### config.mk
export PLATFORM = sky130hd
export DESIGN_NAME = mcm_poll_ctrl_flat
export DESIGN_NICKNAME = d
export VERILOG_FILES = /design/src/rtl/mcm_poll_ctrl_if.sv /design/src/rtl/mcm_poll_ctrl.sv /design/src/flat_wrapper.sv
export SDC_FILE = /design/constraint.sdc
export NUM_CORES = 1
export LEC_CHECK = 0
export BUFFER_PORTS_ARGS = -buffer_cell sky130_fd_sc_hd__clkbuf_2
export CAP_MARGIN = 20
export CORE_UTILIZATION = 45
export CTS_CLUSTER_SIZE = 10
export DETAILED_ROUTE_END_ITERATION = 7
export RECOVER_POWER = 25
export SETUP_SLACK_MARGIN = 0.05
export SLEW_MARGIN = 10
export SYNTH_ARGS = -nofsm -noshare
export SYNTH_HDL_FRONTEND = slang
export SYNTH_SLANG_ARGS = --single-unit
export TNS_END_PERCENT = 100
### constraint.sdc
create_clock -name clk -period 1.9 [get_ports clk]
set_input_delay 0.57 -clock clk [delete_from_list [all_inputs] [get_ports clk]]
set_output_delay 0.57 -clock clk [all_outputs]
set_load 0.05 [all_outputs]
### src/rtl/mcm_poll_ctrl_if.sv
// Poll controller bus: receiver handshake plus frame/error status.
// Signals:
//   enable      polling enable level (driven by the slave side)
//   done        receiver done level (driven by the slave side)
//   rq          request pulse to the receiver
//   busy        high while a request is outstanding
//   frame_ready one-clock frame-complete pulse
//   timeout     one-clock pulse per timed-out request
//   err         one-clock pulse per abandoned request
//   frame_cnt   completed frame count (wraps)
//   err_cnt     abandoned request count (saturates)
// Modports: master = poll controller, slave = receiver/downstream side.
interface mcm_poll_ctrl_if;
  logic        enable;
  logic        done;
  logic        rq;
  logic        busy;
  logic        frame_ready;
  logic        timeout;
  logic        err;
  logic [15:0] frame_cnt;
  logic [7:0]  err_cnt;

  modport master (
    input  enable, done,
    output rq, busy, frame_ready, timeout, err, frame_cnt, err_cnt
  );

  modport slave (
    output enable, done,
    input  rq, busy, frame_ready, timeout, err, frame_cnt, err_cnt
  );
endinterface

### src/rtl/mcm_poll_ctrl.sv
// Periodic request scheduler for the MCM coordinate receiver. Issues an
// RQ_LEN-clock request every PERIOD clocks, waits up to TIMEOUT clocks for the
// receiver's done level, then reports frame-ready or timeout/error.
// Optional feature macro MCM_POLL_RETRY_EN: on timeout, re-request up to
// MAX_RETRY times before abandoning the request.
// Ports:
//   clk    system clock
//   reset  synchronous active-low reset
//   bus    mcm_poll_ctrl_if.master (enable/done in; rq, busy, pulses, counters out)
module mcm_poll_ctrl #(
  parameter logic [23:0] PERIOD    = 24'd1000000,
  parameter logic [7:0]  RQ_LEN    = 8'd4,
  parameter logic [23:0] TIMEOUT   = 24'd500000
`ifdef MCM_POLL_RETRY_EN
  ,
  parameter logic [3:0]  MAX_RETRY = 4'd2
`endif
) (
  input  logic           clk,
  input  logic           reset,
  mcm_poll_ctrl_if.master bus
);

  localparam int unsigned TW  = 24;
  localparam int unsigned RW  = 8;
  localparam int unsigned FCW = 16;
  localparam int unsigned ECW = 8;

  localparam logic [TW-1:0] PER_LAST = PERIOD - TW'(1);
  localparam logic [TW-1:0] TMO_LAST = TIMEOUT - TW'(1);
  localparam logic [RW-1:0] RQ_LAST  = RQ_LEN - RW'(1);

  typedef enum logic [2:0] {
    S_IDLE = 3'd0,
    S_REQ  = 3'd1,
    S_WAIT = 3'd2,
    S_DONE = 3'd3,
    S_GAP  = 3'd4
  } state_t;

  state_t          state, state_nxt;
  logic [RW-1:0]   rq_cnt, rq_cnt_nxt;
  logic [TW-1:0]   tmr, tmr_nxt;
  logic [TW-1:0]   per_cnt, per_cnt_nxt;
  logic [FCW-1:0]  frame_cnt, frame_cnt_nxt;
  logic [ECW-1:0]  err_cnt, err_cnt_nxt;
  logic            rq, rq_nxt;
  logic            busy, busy_nxt;
  logic            frame_ready, frame_ready_nxt;
  logic            timeout, timeout_nxt;
  logic            err, err_nxt;
`ifdef MCM_POLL_RETRY_EN
  logic [3:0]      retry_cnt, retry_cnt_nxt;
`endif

  // State, counters and registered outputs
  always_ff @(posedge clk) begin
    if (!reset) begin
      state       <= S_IDLE;
      rq_cnt      <= '0;
      tmr         <= '0;
      per_cnt     <= '0;
      frame_cnt   <= '0;
      err_cnt     <= '0;
      rq          <= 1'b0;
      busy        <= 1'b0;
      frame_ready <= 1'b0;
      timeout     <= 1'b0;
      err         <= 1'b0;
`ifdef MCM_POLL_RETRY_EN
      retry_cnt   <= '0;
`endif
    end else begin
      state       <= state_nxt;
      rq_cnt      <= rq_cnt_nxt;
      tmr         <= tmr_nxt;
      per_cnt     <= per_cnt_nxt;
      frame_cnt   <= frame_cnt_nxt;
      err_cnt     <= err_cnt_nxt;
      rq          <= rq_nxt;
      busy        <= busy_nxt;
      frame_ready <= frame_ready_nxt;
      timeout     <= timeout_nxt;
      err         <= err_nxt;
`ifdef MCM_POLL_RETRY_EN
      retry_cnt   <= retry_cnt_nxt;
`endif
    end
  end

  // Next-state, counter updates and next output values
  always_comb begin
    state_nxt       = state;
    rq_cnt_nxt      = rq_cnt;
    tmr_nxt         = tmr;
    // Period counter runs from request start and parks at PERIOD-1
    per_cnt_nxt     = (per_cnt == PER_LAST) ? per_cnt : per_cnt + TW'(1);
    frame_cnt_nxt   = frame_cnt;
    err_cnt_nxt     = err_cnt;
    frame_ready_nxt = 1'b0;
    timeout_nxt     = 1'b0;
    err_nxt         = 1'b0;
`ifdef MCM_POLL_RETRY_EN
    retry_cnt_nxt   = retry_cnt;
`endif

    unique case (state)
      S_IDLE: begin
        if (bus.enable) begin
          state_nxt   = S_REQ;
          rq_cnt_nxt  = '0;
          per_cnt_nxt = '0;
        end
      end

      S_REQ: begin
        rq_cnt_nxt = rq_cnt + RW'(1);
        if (rq_cnt == RQ_LAST) begin
          state_nxt = S_WAIT;
          tmr_nxt   = '0;
        end
      end

      S_WAIT: begin
        tmr_nxt = tmr + TW'(1);
        // done wins over a timeout landing on the same cycle
        if (bus.done) begin
          state_nxt = S_DONE;
        end else if (tmr == TMO_LAST) begin
          timeout_nxt = 1'b1;
`ifdef MCM_POLL_RETRY_EN
          if (retry_cnt < MAX_RETRY) begin
            retry_cnt_nxt = retry_cnt + 4'(1);
            state_nxt     = S_REQ;
            rq_cnt_nxt    = '0;
            per_cnt_nxt   = '0;
          end else begin
            err_nxt       = 1'b1;
            err_cnt_nxt   = (err_cnt == '1) ? err_cnt : err_cnt + ECW'(1);
            retry_cnt_nxt = '0;
            state_nxt     = S_GAP;
          end
`else
          err_nxt     = 1'b1;
          err_cnt_nxt = (err_cnt == '1) ? err_cnt : err_cnt + ECW'(1);
          state_nxt   = S_GAP;
`endif
        end
      end

      S_DONE: begin
        frame_ready_nxt = 1'b1;
        frame_cnt_nxt   = frame_cnt + FCW'(1);
`ifdef MCM_POLL_RETRY_EN
        retry_cnt_nxt   = '0;
`endif
        state_nxt       = S_GAP;
      end

      S_GAP: begin
        // An overrun (already at PERIOD-1) exits on the next edge
        if (per_cnt == PER_LAST) begin
          if (bus.enable) begin
            state_nxt   = S_REQ;
            rq_cnt_nxt  = '0;
            per_cnt_nxt = '0;
          end else begin
            state_nxt   = S_IDLE;
          end
        end
      end

      default: state_nxt = S_IDLE;
    endcase

    // Level outputs follow the state being entered
    rq_nxt   = (state_nxt == S_REQ);
    busy_nxt = (state_nxt == S_REQ) || (state_nxt == S_WAIT);
  end

  assign bus.rq          = rq;
  assign bus.busy        = busy;
  assign bus.frame_ready = frame_ready;
  assign bus.timeout     = timeout;
  assign bus.err         = err;
  assign bus.frame_cnt   = frame_cnt;
  assign bus.err_cnt     = err_cnt;

endmodule

### src/flat_wrapper.sv
// flat-port wrapper written by rule: the top's interface ports become plain ports
module mcm_poll_ctrl_flat 
#(
  parameter logic [23:0] PERIOD    = 24'd1000000,
  parameter logic [7:0]  RQ_LEN    = 8'd4,
  parameter logic [23:0] TIMEOUT   = 24'd500000

)
  (clk, reset, bus_enable, bus_done, bus_rq, bus_busy, bus_frame_ready, bus_timeout, bus_err, bus_frame_cnt, bus_err_cnt);
  mcm_poll_ctrl_if bus_i ();
  input  logic clk;
  input  logic reset;
  input wire logic [$bits(bus_i.enable)-1:0] bus_enable;
  input wire logic [$bits(bus_i.done)-1:0] bus_done;
  output wire logic [$bits(bus_i.rq)-1:0] bus_rq;
  output wire logic [$bits(bus_i.busy)-1:0] bus_busy;
  output wire logic [$bits(bus_i.frame_ready)-1:0] bus_frame_ready;
  output wire logic [$bits(bus_i.timeout)-1:0] bus_timeout;
  output wire logic [$bits(bus_i.err)-1:0] bus_err;
  output wire logic [$bits(bus_i.frame_cnt)-1:0] bus_frame_cnt;
  output wire logic [$bits(bus_i.err_cnt)-1:0] bus_err_cnt;
  assign bus_i.enable = bus_enable;
  assign bus_i.done = bus_done;
  assign bus_rq = bus_i.rq;
  assign bus_busy = bus_i.busy;
  assign bus_frame_ready = bus_i.frame_ready;
  assign bus_timeout = bus_i.timeout;
  assign bus_err = bus_i.err;
  assign bus_frame_cnt = bus_i.frame_cnt;
  assign bus_err_cnt = bus_i.err_cnt;
  mcm_poll_ctrl #(.PERIOD(PERIOD), .RQ_LEN(RQ_LEN), .TIMEOUT(TIMEOUT)) u_core (.clk(clk), .reset(reset), .bus(bus_i));
endmodule
==> flow_summary.toml, run 1 <==
[outcome]
status = "finished, final reports clean"

[power_and_ir_drop]
peakVddDrop_v = 0.0004095
p_comb_frac = 0.044
internal-power_mw = 2.521
power.share.clock = 0.388
switching_power_mw = 0.7280
leakagePower_nw = 2.039
pwr-share-seq = 0.568
sw_frac_of_total = 0.2240
finalPower_mw = 3.249
powerDensity_nw_per_um2 = 619.7

[setup_path]
r2r_start = "u_core.state[0]"
slowest_delay_ns = 0.31
critPathLaunch = "u_core.state[0]"
cp_top_family = "simple AND/OR/NAND/NOR gates"
start_kind = "register"
arrival_ns = 2.04
crit_slowest_cell = "dfxtp_1"
path_cells = "buf_4 > nor3b_4 > nand2_1 > nor4_4 > buf_4 > nand4_1 > xnor2_1 > and2_1"
cp_data_required_time_ns = 2.15
critPathBufInv = 2
end_kind = "register"
path_common_cell = "buf_4"
r2r_cells = 8
worst-path-max-fanout = 9
crit_type = "reg -> reg"
path_depth = 8

[detailed_routing]
post-route-drc-count = 0
drtAntennaViolNets = 0
vias = 3645
wl_per_cell_um = 12.53
first_pass_iters = 4
first_iter_violations = 102
routed_wirelength_um = 8811
viasPerCell = 5.185

[timing]
final-hold-violation-count = 0
worstMarginPinSlew_ns = 0.7638
grt_setup_unrepaired = "yes"
maxSlewViolCount = 0
relSlewSlack = 0.4908
fin_crit_sh = 0.9404
max_freq_mhz = 559.7
worst_slack_ns = 0.1132
whs_ns = 0.4667
setup_viol = 0
min_period_ns = 1.787
fin_skew_ns = 0.009503

[yosys]
yosysSeqAreaShare = 0.4037
synth_area_um2 = 4314
synth.net_count = 510
ys_async_sr_fraction = 0
synth_edf_count = 0
synth.distinct_cells = 57
syn_inst = 501
ys_ff_latch = 87
ys.flop_type = "dfxtp_1"
syn_area_per_cell_um2 = 8.611
yosys_warnings = 0

[floorplan]
initial_core_util = 0.4647
io_pins = 33
core_um2 = 9284
die_w_um = 99.92
row_count = 35
dieHeight_um = 99.92
die-area_um2 = 9983

[placement]
place_congestion = 0.7672
post-place-ws_ns = -0.09516
portBuffers = 32
hpwl_um = 6087

[grt]
grt_first_pass_wirelength_um = 14950
grt_max_degree = 46
grt_usage = 0.1847
first_global_vias = 3341
antenna_found_initial = 0
gr-total-overflow = 0

[worst_hold_path]
min_path_cells = 1
worstHoldPathType = "reg -> reg"
min-delay-start = "u_core.rq_cnt[0]"

[clock_network]
cts_made_buffers = 9
clock_path_buffers = 2
htreeDepth = 3
clock_sinks = 87
clk_latency_ns = 0.35
hold_buffers = 0
clk_pin_slew_ns = 0.08
cts_tree = "yes"
cts-root-buf = "clkbuf_8"

[final_layout]
final_net_count = 580
area_growth_pct = 21.55
post-route-util = 0.5648
diodes = 0
drive_gt1_frac = 0.2456

[run]
cap_violations = 0
power by group through the flow:
stage | Combinational, mW | Clock [mW] | Sequential [mW]
2_1_floorplan | 0.0824 | 0 | 1.90
6_report | 0.143 | 1.26 | 1.85
3_3_place_gp | 0.143 | 0 | 1.89
4_1_cts | 0.144 | 1.32 | 1.85
5_1_grt | 0.158 | 1.40 | 1.85
3_5_place_dp | 0.144 | 0 | 1.89
logic make-up (layout without fill, tap and decap cells):
logic type | Yosys count | count (layout) | share of synthesized area
AO/OA/AOI/OAI | 67 | 67 | 0.1027
buffers and inverters | 28 | 101 | 0.03277
AND/OR/NAND/NOR | 262 | 262 | 0.3393
adder cells (fa/ha/maj) | 5 | 5 | 0.01450
XOR/XNOR | 47 | 47 | 0.09542
multiplexers | 5 | 5 | 0.01160
flip-flops | 87 | 87 | 0.4037
layout make-up:
class / instances / area [um^2]
Clock buffer: 11 / 141.4
Fill cell: 872 / 4040
Multi-Input combinational cell: 386 / 2559
Clock inverter: 3 / 45.04
Tap cell: 129 / 161.4
Inverter: 6 / 22.52
Timing Repair Buffer: 81 / 555.5
Sequential cell: 87 / 1759
worst reg2reg max path, delay by kind of cell (launching register included):
kind / cells / cell delay, ns
xor+xnor: 1 / 0.13
buf+inv: 2 / 0.34
flops: 1 / 0.31
simple gates: 5 / 0.90
sequential cells by signal, summed over array words and instances (netlist names):
signal	count
u_core.bus.frame_ready	1
u_core.tmr	24
u_core.bus.err_cnt	8
u_core.bus.busy	1
u_core.bus.timeout	1
u_core.per_cnt	24
u_core.bus.rq	1
u_core.rq_cnt	8
u_core.state	3
u_core.bus.frame_cnt	16
placed cells by master (no fill, tap or decap), drive strengths merged, types with 2 or more instances in the layout:
cell type and instances:
a21boi 12, a21oi 12, a31oi 5, and2 29, and3 17, and3b 2
and4 7, buf 48, clkbuf 44, clkinvlp 2, dfxtp 87, ha 5
inv 6, mux2i 5, nand2 43, nand2b 2, nand3 34, nand3b 4
nand4 20, nor2 53, nor2b 8, nor3 15, nor3b 2, nor4 7
nor4b 6, o211a 4, o211ai 3, o21a 3, o21ai 22, or2 3
or3 6, xnor2 24, xor2 23
final timing paths:
check,end,slack [ns]
worst max register to register,u_core.bus.err_cnt[4],0.11
worst min-delay path,u_core.rq_cnt[0],0.47
worst min register to register,u_core.rq_cnt[0],0.47
worst max-delay path,u_core.bus.err_cnt[4],0.11
routing by layer:
metal,share of wire,wire length [um],GRT usage
met2,0.45,3957,0.2997
met3,0.038,335,0.04248
met5,0,0,0
met1,0.50,4445,0.2475
met4,0.0083,73,0.04751
cell usage after synthesis (3+ instances only):
cell type  instances  area (um^2)
ha_1               5        62.56
clkbuf_1          11        41.29
inv_1              6        22.52
and2_1            28        175.2
or2_2              3        18.77
a21boi_1           3        22.52
and4_1             7        61.31
o211a_1            4        40.04
nand3_1           33        165.2
mux2i_1            5        50.05
and3_1            16        100.1
o21ai_0           20        100.1
nand2_1           42        157.7
xor2_1            23        201.4
nor2_1            53        198.9
buf_4              5        37.54
xnor2_1           24        210.2
a21oi_1           11        55.05
nand4_1           20        125.1
nor4_1             4        25.02
a21boi_0           9        67.56
nand3b_1           4        30.03
a31oi_1            5        31.28
nor3_1            13        65.06
o21a_1             3        22.52
nor4b_1            5        43.79
o211ai_1           3        22.52
nor2b_1            8        50.05
dfxtp_1           87         1742
or3_1              6        37.54
through the flow:
| stage | TNS [ns] | cells | instance area (um^2) |
|---|---|---|---|
| after floorplan | 0 | 501 | 4344 |
| after global placement | -0.5193 | 685 | 4913 |
| after detailed placement | -0.5168 | 685 | 4913 |
| after CTS | 0 | 700 | 5115 |
| after global routing | 0 | 703 | 5244 |
| final | 0 | 703 | 5244 |
repair_timing:
action	in CTS	in global routing
setup buffers	1	3
cloned	0	0
endpoints found under the setup margin	9	57
pin swaps	2	3
gates resized for setup	2	28
(Power assumes the default switching activity.)
==> run 2: changes to the inputs <==
==> constraint.sdc (replaced) <==
create_clock -name clk -period 2.3 [get_ports clk]
set_input_delay 0.69 -clock clk [delete_from_list [all_inputs] [get_ports clk]]
set_output_delay 0.69 -clock clk [all_outputs]
set_load 0.05 [all_outputs]
==> flow_summary.toml, run 2 (synthesized netlist as in run 1, its figures left out) <==
[setup_path]
critPathBufInv = 0
end_kind = "register"
cp_top_family = "simple AND/OR/NAND/NOR gates"
crit_type = "reg -> reg"
worst-path-max-fanout = 7
path_cells = "and3b_1 > nand2_2 > nor3_1 > nand4_1 > or3_1 > a21boi_1"
start_kind = "register"
crit_slowest_cell = "dfxtp_1"
arrival_ns = 2.30
cp_data_required_time_ns = 2.58
slowest_delay_ns = 0.48

[detailed_routing]
wl_per_cell_um = 13.10
first_iter_violations = 100
routed_wirelength_um = 8749
vias = 3591
viasPerCell = 5.376
first_pass_iters = 4
post-route-drc-count = 0
drtAntennaViolNets = 0

[final_layout]
final_common_cell = "dfxtp_1"
mostFrequentLayoutCells = "87 x dfxtp_1, 53 x nor2_1, 42 x nand2_1"
diodes = 0
drive_gt1_frac = 0.1058
final_cells = 668
final_net_count = 543
area_growth_pct = 10.79
fillers = 930
seqCellArea_um2 = 1742
multiInputGateArea_um2 = 2430
top_regs = "u_core.per_cnt (24), u_core.tmr (24), u_core.bus.frame_cnt (16)"

[clock_network]
clock_path_buffers = 2
cts_made_buffers = 9
clock_sinks = 87
cts_tree = "yes"
htreeDepth = 3
clk_latency_ns = 0.35
hold_buffers = 0
cts_setup_buffers = 0
clk_pin_slew_ns = 0.08
post_cts_resized = 0
cts-root-buf = "clkbuf_8"

[timing]
setup_viol = 0
worst_slack_ns = 0.2794
min_period_ns = 2.021
maxSlewViolCount = 0
relSlewSlack = 0.5764
final-hold-violation-count = 0
setup_tns_ns = 0
fin_crit_sh = 0.8785
fin_skew_ns = 0.01148
max_freq_mhz = 494.9
grt_setup_unrepaired = "no"
worstMarginPinSlew_ns = 0.6353

[placement]
hpwl_um = 6057
portBuffers = 32
dp.cells = 652
place_congestion = 0.7796
post-place-ws_ns = 0.03390

[grt]
antenna_found_initial = 0
grt_usage = 0.1883
grt_first_pass_wirelength_um = 15250
first_global_vias = 3347
gr-total-overflow = 0
grt_max_degree = 54

[floorplan]
die_w_um = 99.92
dieHeight_um = 99.92
die-area_um2 = 9983
initial_core_util = 0.4647
row_count = 35
io_pins = 33
core_um2 = 9284

[power_and_ir_drop]
peakVddDrop_v = 0.0002296
powerDensity_nw_per_um2 = 546.8
finalPower_mw = 2.613
leakagePower_nw = 1.726

[worst_hold_path]
worstHoldPathType = "reg -> reg"

[outcome]
status = "finished, final reports clean"

[run]
cap_violations = 0
==> run 2: cell count changes in the layout (fill, tap and decap cells not counted), moves of 3 or more <==
cell,change
buf_4,-35
nor4b_1,+4
clkbuf_1,+17
dfxtp_2,-14
nor4_1,+3
nor4_4,-3
dfxtp_1,+14
clkbuf_2,-17
==> run 2: per-stage QoR <==
stage | area, um^2 | util | hold WS [ns]
after floorplan | 4314 | - | 0.4533
after CTS | 4811 | 0.5182 | 0.5048
after global routing | 4780 | 0.5148 | 0.5238
after detailed placement | 4636 | 0.4993 | 0.4869
after global placement | 4636 | 0.4993 | 0.4716
final | 4780 | 0.5148 | 0.5008
==> run 2: layer usage <==
| metal | vias up | routed length, um | track usage |
|---|---|---|---|
| met4 | 0 | 113 | 0.06448 |
| met1 | 1706 | 4531 | 0.2463 |
| met3 | 10 | 222 | 0.02786 |
| li1 | 1826 | - | - |
| met2 | 49 | 3882 | 0.3172 |
| met5 | - | 0 | 0 |
==> run 2: area by class of cell <==
type	instances	area share
well taps	129	0.03377
clock buffers	11	0.02958
flip-flops and latches	87	0.3644
clock inverters	5	0.007068
inverters	6	0.004712
repair buffers	44	0.05209
multi-input cells	386	0.5084
==> run 2: where the power goes <==
group	leakage, nW	internal (mW)	switching, mW
Combinational	0.939	0.0401	0.0692
Clock	0.0853	0.421	0.555
Sequential	0.702	1.52	0.0125
Total	1.73	1.98	0.636
==> run 2: path summary, 6_finish.rpt <==
| kind | start | endpoint | slack (ns) | cells after the start |
|---|---|---|---|---|
| hold reg to reg | u_core.rq_cnt[0] | u_core.rq_cnt[0] | 0.50 | 1 |
| setup / recovery | u_core.state[1] | u_core.bus.frame_cnt[14] | 0.28 | 6 |
| hold / removal | u_core.rq_cnt[0] | u_core.rq_cnt[0] | 0.50 | 1 |
| setup reg to reg | u_core.state[1] | u_core.bus.frame_cnt[14] | 0.28 | 6 |
